**config.mk**
```make
export PLATFORM = sky130hd
export DESIGN_NAME = tcam_fanout_engine
export DESIGN_NICKNAME = d
export VERILOG_FILES = /design/src/rtl/tcam_fanout_pkg.sv /design/src/rtl/tcam_fanout_prio_enc.sv /design/src/rtl/tcam_fanout_engine.sv
export SDC_FILE = /design/constraint.sdc
export NUM_CORES = 1
export LEC_CHECK = 0
export BUFFER_PORTS_ARGS = -buffer_cell sky130_fd_sc_hd__buf_2
export CAP_MARGIN = 20
export CORE_MARGIN = 5
export CORE_UTILIZATION = 55
export CTS_BUF_LIST = sky130_fd_sc_hd__clkbuf_4
export CTS_CLUSTER_DIAMETER = 50
export DETAILED_ROUTE_END_ITERATION = 16
export GPL_TIMING_DRIVEN = 0
export PLACE_DENSITY = 0.78
export SYNTH_ARGS = -nofsm -noshare
export SYNTH_HDL_FRONTEND = slang
export SYNTH_SLANG_ARGS = --single-unit
```
**constraint.sdc**
```tcl
create_clock -name clk -period 4.8 [get_ports clk]
set_clock_uncertainty 0.1 [all_clocks]
set_input_delay 0.24 -clock clk [delete_from_list [all_inputs] [get_ports clk]]
set_output_delay 0.24 -clock clk [all_outputs]
set_load 0.05 [all_outputs]
```
**src/rtl/tcam_fanout_pkg.sv**
```systemverilog
// rtl/tcam_fanout_pkg.sv - shared types for the TCAM fan-out engine
package tcam_fanout_pkg;

    // Default geometry of one entry; the engine itself is parametrised
    localparam int DEF_ID_WIDTH     = 4;
    localparam int DEF_AXON_WIDTH   = 2;
    localparam int DEF_SYN_WIDTH    = 2;
    localparam int DEF_WEIGHT_WIDTH = 4;
    localparam int DEF_BITS         = DEF_ID_WIDTH + DEF_AXON_WIDTH + DEF_SYN_WIDTH;

    // Command codes carried on Mode_In
    typedef enum logic [2:0] {
        MODE_I   = 3'b000,
        MODE_W   = 3'b001,
        MODE_R   = 3'b010,
        MODE_F   = 3'b011,
        MODE_C   = 3'b100,
        MODE_CLR = 3'b101
    } mode_e;

    typedef enum logic [1:0] {
        ST_IDLE   = 2'd0,
        ST_SEARCH = 2'd1,
        ST_EMIT   = 2'd2
    } state_e;

    // One TCAM entry at the default geometry
    typedef struct packed {
        logic [DEF_BITS-1:0]         key;
        logic [DEF_BITS-1:0]         mask;
        logic                        vb;
        logic [DEF_ID_WIDTH-1:0]     dst;
        logic [DEF_WEIGHT_WIDTH-1:0] weight;
    } entry_t;

endpackage

```
**src/rtl/tcam_fanout_prio_enc.sv**
```systemverilog
// rtl/tcam_fanout_prio_enc.sv - lowest-set-bit encoder with single-bit-remaining flag
module tcam_prio_enc
    import tcam_fanout_pkg::*;
#(
    parameter int WORDS      = 16,
    parameter int ADDR_WIDTH = $clog2(WORDS)
) (
    input  logic [WORDS-1:0]      vec,
    output logic [ADDR_WIDTH-1:0] idx,
    output logic                  last
);

    // Scan from the top so the lowest set bit wins
    always_comb begin
        idx = '0;
        for (int i = WORDS - 1; i >= 0; i--) begin
            if (vec[i]) begin
                idx = ADDR_WIDTH'(i);
            end
        end
    end

    // Exactly one bit set: non-zero and clearing the lowest bit leaves nothing
    assign last = (vec != '0) && ((vec & (vec - WORDS'(1))) == '0);

endmodule

```
**src/rtl/tcam_fanout_engine.sv**
```systemverilog
// rtl/tcam_fanout_engine.sv - ternary match memory with lowest-first fan-out stream
module tcam_fanout_engine
    import tcam_fanout_pkg::*;
#(
    parameter int ID_WIDTH     = 4,
    parameter int AXON_WIDTH   = 2,
    parameter int SYN_WIDTH    = 2,
    parameter int WEIGHT_WIDTH = 4,
    parameter int WORDS        = 16,
    parameter int ADDR_WIDTH   = $clog2(WORDS),
    parameter int BITS         = ID_WIDTH + AXON_WIDTH + SYN_WIDTH
) (
    input  logic                    clk,
    input  logic                    rst,
    input  logic [2:0]              Mode_In,
    input  logic                    Cmd_Valid,
    output logic                    Cmd_Ready,
    input  logic [BITS-1:0]         Data_In,
    input  logic [BITS-1:0]         Mskb_In,
    input  logic [ADDR_WIDTH-1:0]   A_In,
    input  logic                    Vbi_In,
    input  logic [ID_WIDTH-1:0]     Dst_In,
    input  logic [WEIGHT_WIDTH-1:0] Weight_In,
    output logic                    Rd_Valid,
    output logic [BITS-1:0]         Rd_Key,
    output logic [BITS-1:0]         Rd_Mskb,
    output logic                    Rd_Vb,
    output logic                    Out_Valid,
    input  logic                    Out_Ready,
    output logic [ID_WIDTH-1:0]     DstID_Out,
    output logic [WEIGHT_WIDTH-1:0] Weight_Out,
    output logic                    Out_Last,
    output logic [ADDR_WIDTH:0]     Hit_Count,
    output logic                    Miss
);

    logic [BITS-1:0]         key_mem  [WORDS];
    logic [BITS-1:0]         mask_mem [WORDS];
    logic [ID_WIDTH-1:0]     dst_mem  [WORDS];
    logic [WEIGHT_WIDTH-1:0] wt_mem   [WORDS];
    logic [WORDS-1:0]        vb;

    state_e                  state;
    mode_e                   mode;
    logic                    accept;
    logic [WORDS-1:0]        match_vec;
    logic [ADDR_WIDTH:0]     match_cnt;
    logic [WORDS-1:0]        hit_vec;
    logic [ADDR_WIDTH-1:0]   emit_idx;
    logic                    emit_last;

    assign mode      = mode_e'(Mode_In);
    assign Cmd_Ready = (state == ST_IDLE);
    assign accept    = Cmd_Valid && Cmd_Ready;

    // Parallel ternary compare of every entry against the incoming key, plus hit count
    always_comb begin
        match_vec = '0;
        match_cnt = '0;
        for (int i = 0; i < WORDS; i++) begin
            match_vec[i] = vb[i] && (((key_mem[i] ^ Data_In) & mask_mem[i]) == '0);
            match_cnt    = match_cnt + (ADDR_WIDTH + 1)'(match_vec[i]);
        end
    end

    tcam_prio_enc #(
        .WORDS      (WORDS),
        .ADDR_WIDTH (ADDR_WIDTH)
    ) u_prio_enc (
        .vec  (hit_vec),
        .idx  (emit_idx),
        .last (emit_last)
    );

    // Payload comes straight from the array; it is frozen while the engine is busy
    assign Out_Valid  = (state == ST_EMIT);
    assign DstID_Out  = Out_Valid ? dst_mem[emit_idx] : '0;
    assign Weight_Out = Out_Valid ? wt_mem[emit_idx]  : '0;
    assign Out_Last   = Out_Valid && emit_last;

    // Key, mask and payload storage; deliberately not cleared by reset
    always_ff @(posedge clk) begin
        if (!rst && accept && (mode == MODE_W)) begin
            key_mem[A_In]  <= Data_In;
            mask_mem[A_In] <= Mskb_In;
            dst_mem[A_In]  <= Dst_In;
            wt_mem[A_In]   <= Weight_In;
        end
    end

    // Command decode, valid bits, read port and the fire state machine
    always_ff @(posedge clk) begin
        if (rst) begin
            state     <= ST_IDLE;
            vb        <= '0;
            hit_vec   <= '0;
            Hit_Count <= '0;
            Miss      <= 1'b0;
            Rd_Valid  <= 1'b0;
            Rd_Key    <= '0;
            Rd_Mskb   <= '0;
            Rd_Vb     <= 1'b0;
        end else begin
            Rd_Valid <= 1'b0;
            Miss     <= 1'b0;
            case (state)
                ST_IDLE: begin
                    if (accept) begin
                        case (mode)
                            MODE_W: vb[A_In] <= Vbi_In;
                            MODE_R: begin
                                Rd_Valid <= 1'b1;
                                Rd_Key   <= key_mem[A_In];
                                Rd_Mskb  <= mask_mem[A_In];
                                Rd_Vb    <= vb[A_In];
                            end
                            MODE_F: begin
                                hit_vec   <= match_vec;
                                Hit_Count <= match_cnt;
                                state     <= ST_SEARCH;
                            end
                            MODE_C: begin
                                hit_vec   <= match_vec;
                                Hit_Count <= match_cnt;
                            end
                            MODE_CLR: vb <= '0;
                            default: ;
                        endcase
                    end
                end
                ST_SEARCH: begin
                    if (hit_vec == '0) begin
                        Miss  <= 1'b1;
                        state <= ST_IDLE;
                    end else begin
                        state <= ST_EMIT;
                    end
                end
                ST_EMIT: begin
                    if (Out_Ready) begin
                        hit_vec[emit_idx] <= 1'b0;
                        if (emit_last) begin
                            state <= ST_IDLE;
                        end
                    end
                end
                default: state <= ST_IDLE;
            endcase
        end
    end

endmodule

```
Word-level counts from Yosys, hierarchy flattened:

Memory sizes are Yosys's and may differ from the RTL's. A register that Yosys moved wholly into a read port is not among the register bits.
Index checks and enable logic that the tools add are counted.

* output and inout bits: 35
* register bits: 42
* input bits: 36
* word-level logic and storage cells: 175
* memories kept: 4
* memory bits (writable): 384

* magnitude comparators: 4
* bitwise logic cells: 38
* mux-type cells: 40
* reductions and logical operators: 54
* eq/ne operators: 12
* add/subtract/negate cells: 16

Memories
* key_mem: words 16, width 8, read ports 17, clocked after Yosys merged registers in 1, write ports 1, line tcam_fanout_engine.sv:37 `logic [BITS-1:0] key_mem [WORDS];`
* mask_mem: words 16, width 8, read ports 17, clocked after Yosys merged registers in 1, write ports 1, line tcam_fanout_engine.sv:38 `logic [BITS-1:0] mask_mem [WORDS];`
* dst_mem: words 16, width 4, read ports 1, clocked after Yosys merged registers in 0, write ports 1, line tcam_fanout_engine.sv:39 `logic [ID_WIDTH-1:0] dst_mem [WORDS];`
* wt_mem: words 16, width 4, read ports 1, clocked after Yosys merged registers in 0, write ports 1, line tcam_fanout_engine.sv:40 `logic [WEIGHT_WIDTH-1:0] wt_mem [WORDS];`

Operators with widths (count)
* bitwise AND 8 bit: 16
* zero test 8 bit: 16
* XOR 8 bit: 16
* 2-to-1 mux 4 bit: 18
* case mux 16 bit (2 select lines): 2
* adder 5 x 1 -> 5 bit: 11
* 2-to-1 mux 16 bit: 3
* bitwise AND 16 bit: 2
* zero test 16 bit: 2
* logical AND 1 bit: 23
* bitwise mux 16 bit: 1
* NOT 16 bit: 1
* nonzero test 16 bit: 1
* subtractor 16 x 1 -> 16 bit, second input constant: 1
* < comparator 4 x 5 -> 1 bit, second input constant: 2
* 2-to-1 mux 2 bit: 5
* AND reduction 3 bit: 3
* demux 1 bit (select 4 bit): 2
* >= comparator 4 x 1 -> 1 bit, second input constant: 2
* inequality test 2 x 1 -> 1 bit, second input constant: 4
* AND reduction 4 bit: 2
* 2-to-1 mux 1 bit: 7
* == test 3 x 2 -> 1 bit, second input constant: 2
* == test 3 bit, second input constant: 2
* 16 further kinds: 20

Logic depth before layout (Yosys ltp):

* word-level depth: 24
* mapped depth: 19

By module:

Synthesis repeated with hierarchy kept, for this count alone.

* cells, all modules: 1316
* area total of the unflattened synthesis: 19876.6 sq um

Modules (own cells, without submodules)
* tcam_fanout_engine: cells an instance 1260, sequential area each 12692.2 sq um, times used 1, area an instance 19546.2 sq um
* tcam_prio_enc: cells an instance 56, sequential area each 0.0 sq um, times used 1, area an instance 330.3 sq um

Worst setup path before layout:

No wires, ideal clock.

* path kind: input -> register
* start: input port Data_In[3]
* end: register Hit_Count[4]
* cell stages on the path: 17
* slack: -0.094 ns
* library setup time: 0.128 ns
* arrival time: 4.666 ns
* path buffers: 2
* path through: clkbuf_1 > buf_1 > xor2_1 > a22o_1 > a221oi_1 > nand3_1 > fa_1 > fa_1 > fa_1 > inv_1 > fa_1 > ha_1 > fa_1 > a21oi_1 > nor3b_1 > a21oi_1 > nor2_1

* cells in the longest elaborated chain, start to end: 19
* elaborated cells on any way between the ends: 79
* classes of those cells: add/sub: 15; bitwise: 32; reduce/logical: 32

Ends and longest elaborated chain
* from (decl): line tcam_fanout_engine.sv:18 `input logic [BITS-1:0] Data_In,`
* XOR 8 bit: line tcam_fanout_engine.sv:61 `match_vec[i] = vb[i] && (((key_mem[i] ^ Data_In) & mask_mem[i]) == '0);`
* bitwise AND 8 bit: line tcam_fanout_engine.sv:61
* zero test 8 bit: line tcam_fanout_engine.sv:61
* logical AND 1 bit: line tcam_fanout_engine.sv:61
* adder 1 x 1 -> 2 bit: line tcam_fanout_engine.sv:62 `match_cnt = match_cnt + (ADDR_WIDTH + 1)'(match_vec[i]);`
* adder 2 x 1 -> 3 bit: line tcam_fanout_engine.sv:62
* adder 3 x 1 -> 4 bit: line tcam_fanout_engine.sv:62
* adder 4 x 1 -> 5 bit: line tcam_fanout_engine.sv:62
* adder 5 x 1 -> 5 bit (10 in series): line tcam_fanout_engine.sv:62
* adder 5 x 1 -> 5 bit (*): line tcam_fanout_engine.sv:62
* to (signal assigned): line tcam_fanout_engine.sv:119 `Hit_Count <= match_cnt;`
* to (signal assigned): line tcam_fanout_engine.sv:124 `Hit_Count <= match_cnt;`
* to (decl): line tcam_fanout_engine.sv:33 `output logic [ADDR_WIDTH:0] Hit_Count,`

Mark *: on every way between the ends. The rest lies on a longest branch, timed or not.
A chain may end at the register's enable or synchronous reset.

==> run metrics <==
share of layout cells above drive strength 1 a little over a quarter; RR Endpoint Hit_Count[4]$_SDFFE_PP0P_; Max H-tree Level 3; Fill cells approximately 2500; DRT antenna net count 0; compound-cell area share of the yosys netlist ~9.7%; Leak 7.82 nW; CTS Buf Count 108; Crit path required time 5.34 ns; failing checks negative setup slack; first-pass GRT wire length roughly 85000 um; Post-Syn Area 0.0198 mm2; most frequent cell after synthesis edfxtp_1; Post-synth top cells 384 x edfxtp_1, 128 x xor2_1, 105 x nand2_1, 85 x mux4_2, 70 x nor2_1; hpwl dp 39500 um; CP startpoint key_mem[15][7]$_DFFE_PP_; post-synthesis sequential area ratio 64.2%; slew of the pin with the lowest slew margin 1.09 ns; Post-synth EDFFs ~380; DRT iter0 DRCs 2118; drt via density 6.52; Tmin final 4.83 ns; placed insts 1853; slack of the worst reg-to-reg path -0.03 ns; critical path capture point type flip-flop; max_cap viols 0; Slew HR a little over a quarter; critical path type flip-flop to flip-flop; fin cells roughly 2100; clock root buffer clkbuf_4; simple-gate share of the synthesized area 6.49%; Port Buf Inserts 70; initial antenna violation count 7; FF-to-FF path depth 14; Critical Path Source Type flip-flop; drt pass-1 iters 5; Routed Wire Length 58200 um; post-synth cell types slightly below 80; post-route setup slack -0.0304 ns; Ys Warns 0; clk slew on worst S/H paths 0.07 ns; sum of negative setup slack -0.0304 ns; DRC viols 0; status complete, but fails checks; largest net degree at the start of global routing 25; hold crit path type input port to flip-flop; all-layer global routing usage roughly 29%; synthesized flop and latch total 442; Nets 1600; CP Capture Point Hit_Count[4]$_SDFFE_PP0P_; vias 13673; Synth Area in XOR/XNOR 5.76%; vias in the first global route 13626; Critical Path AT around 5.4 ns; Yosys top cell by area edfxtp_1; GP Congestion 0.931; Synth Area in Adders 1.38%; Wirelength per Cell approximately 28 um; crit path max fanout 2; clock latency at the later pin of the worst-skew pair 0.78 ns; CTS max path bufs 3; endpoints failing hold 0; share of the synthesized area in the top cell type between 50% and 60%; reg2reg start key_mem[15][7]$_DFFE_PP_; synth top area cells edfxtp_1 58%, mux4_2 9.7%, dfxtp_1 5.9%, xor2_1 5.7%, nand2_1 2.0%; synthesis-to-finish area growth 16.2%; VDD IR max 0.000214 V; I/O Pins 71; Post-synth ARST share 0%; core area around 0.036 mm2; Syn Area/Cell 15.0 um2; Tot Pwr 7.79 mW; Rows 69; total nets after synthesis 1366; fmax 0.207 GHz; max-slew violation count 0; initial core utilization 55.6%; grt total ovfl 0; Final Cycle Share 101%; mux contribution to synthesized area 10.3%; dominant synthesized flop cell edfxtp_1; die span in y 200 um; DIE AREA 0.0398 mm2; Final setup viols 1; Setup WS pre-CTS -1.26 ns; main combinational cell family by area after synthesis multiplexers; RSZ-0062 raised after global routing true; clk sinks 442; P per Cell Area between 300 and 400 mW/mm2; synthesized instance count 1315; Die X 200 um; TritonCTS clock tree yes
[cells by family (layout without fill, tap and decap cells)]
family,Yosys count,in the layout
flops,442,442
simple gates,271,271
compound gates,263,263
xor+xnor,130,130
buf+inv,97,412
mux,96,96
fa+ha+maj,16,16
other cells,0,6
[cell type report]
| cell class | count | area [um2] | share of cell area, % |
|---|---|---|---|
| flip-flops and latches | 442 | 12700 | 55.3 |
| multi-input cells | 776 | 6850 | 29.8 |
| clock buffers | 160 | 1200 | 5.23 |
| repair buffers | 124 | 993 | 4.33 |
| well taps | 461 | 577 | 2.51 |
| plain buffers | 82 | 377 | 1.64 |
| clock inverters | 31 | 205 | 0.893 |
| inverters | 15 | 56.3 | 0.245 |
| diodes | 6 | 15.0 | 0.0654 |
[how the worst min path moves through the flow]
stage,to,startpoint,cells after the start
after floorplan,state[0]$_SDFFE_PP0P_,Mode_In[2],1
after global placement,Rd_Vb$_SDFFE_PP0P_,Rd_Vb$_SDFFE_PP0P_,2
after detailed placement,Rd_Mskb[3]$_SDFFE_PP0P_,Rd_Mskb[3]$_SDFFE_PP0P_,2
after CTS,vb[13]$_SDFFE_PP0P_,A_In[0],5
after global routing,vb[13]$_SDFFE_PP0P_,A_In[0],5
final,vb[13]$_SDFFE_PP0P_,A_In[0],5
[worst max-delay path: stages (launching register included)]
cell	delay, ns
edfxtp_1	0.40
xor2_1	0.17
a222oi_1	0.73
nand3_1	0.28
fa_1	0.61
fa_1	0.44
fa_1	0.49
inv_1	0.05
fa_1	0.46
ha_2	0.21
fa_2	0.41
a21oi_2	0.13
nor3b_1	0.06
a21oi_1	0.14
nor2_1	0.05
[metrics by stage]
stage	area, um2	utilization (%)	hold slack, ns
2_1_floorplan	19800	-	0.217
3_3_place_gp	20700	58.2	0.336
3_5_place_dp	21000	59.0	0.345
4_1_cts	22800	64.2	0.0307
5_1_grt	23000	64.6	0.115
6_report	23000	64.6	0.0852
[state kept, by name, indices dropped and copies added, names as in the netlist, 2 cells and up]
name / count
Hit_Count: 5
Rd_Key: 8
Rd_Mskb: 8
dst_mem: 64
hit_vec: 16
key_mem: 128
mask_mem: 128
state: 2
vb: 16
wt_mem: 64
[cells in the final DEF (no fill, tap or decap), types with 6 or more instances in the layout]
cell type | Yosys | routed
or3_1 | 6 | 6
dfxtp_1 | 58 | 58
inv_1 | 15 | 15
buf_2 | 27 | 100
a2bb2oi_1 | 10 | 10
o31ai_1 | 6 | 6
clkbuf_4 | 0 | 160
nor3_1 | 16 | 16
nand2b_1 | 6 | 6
a21o_1 | 10 | 10
and3_1 | 8 | 8
o211ai_1 | 11 | 11
mux2i_1 | 6 | 6
clkbuf_1 | 39 | 35
a211oi_1 | 6 | 6
a21boi_0 | 9 | 9
buf_1 | 12 | 9
xor2_1 | 128 | 128
a22oi_1 | 11 | 11
diode_2 | 0 | 6
fa_1 | 10 | 9
dlygate4sd3_1 | 0 | 35
nand2_1 | 105 | 104
edfxtp_1 | 384 | 384
o22ai_1 | 21 | 21
nor2_4 | 0 | 16
nand3_1 | 22 | 21
a222oi_1 | 16 | 16
nor2b_1 | 6 | 6
a21oi_1 | 68 | 66
nor2_1 | 70 | 54
o21ai_0 | 26 | 26
a22o_1 | 10 | 10
mux4_2 | 85 | 85
clkinv_1 | 0 | 24
nor4_1 | 6 | 6
buf_4 | 1 | 9
a221oi_1 | 17 | 13
[what timing repair did]
item                                   CTS  global route
buffers inserted                         5             3
endpoints found under the hold margin  411             0
hold buffers                            35             0
resized for setup                       11             7
cloned                                   0             0
setup endpoints to repair                4             4
pin swaps                                7            11
[routing by layer]
layer,share of wire [%],track usage [%]
met1,36,39.7
met2,45,43.1
met3,15,11.3
met4,4.1,11.8
met5,0.012,0
[report_power, final]
part	internal [mW]	leakage, nW	switching [mW]
clock	1.68	0.829	1.50
sequential	4.18	3.92	0.00434
combinational	0.159	3.07	0.282
(Power assumes the default switching activity.)
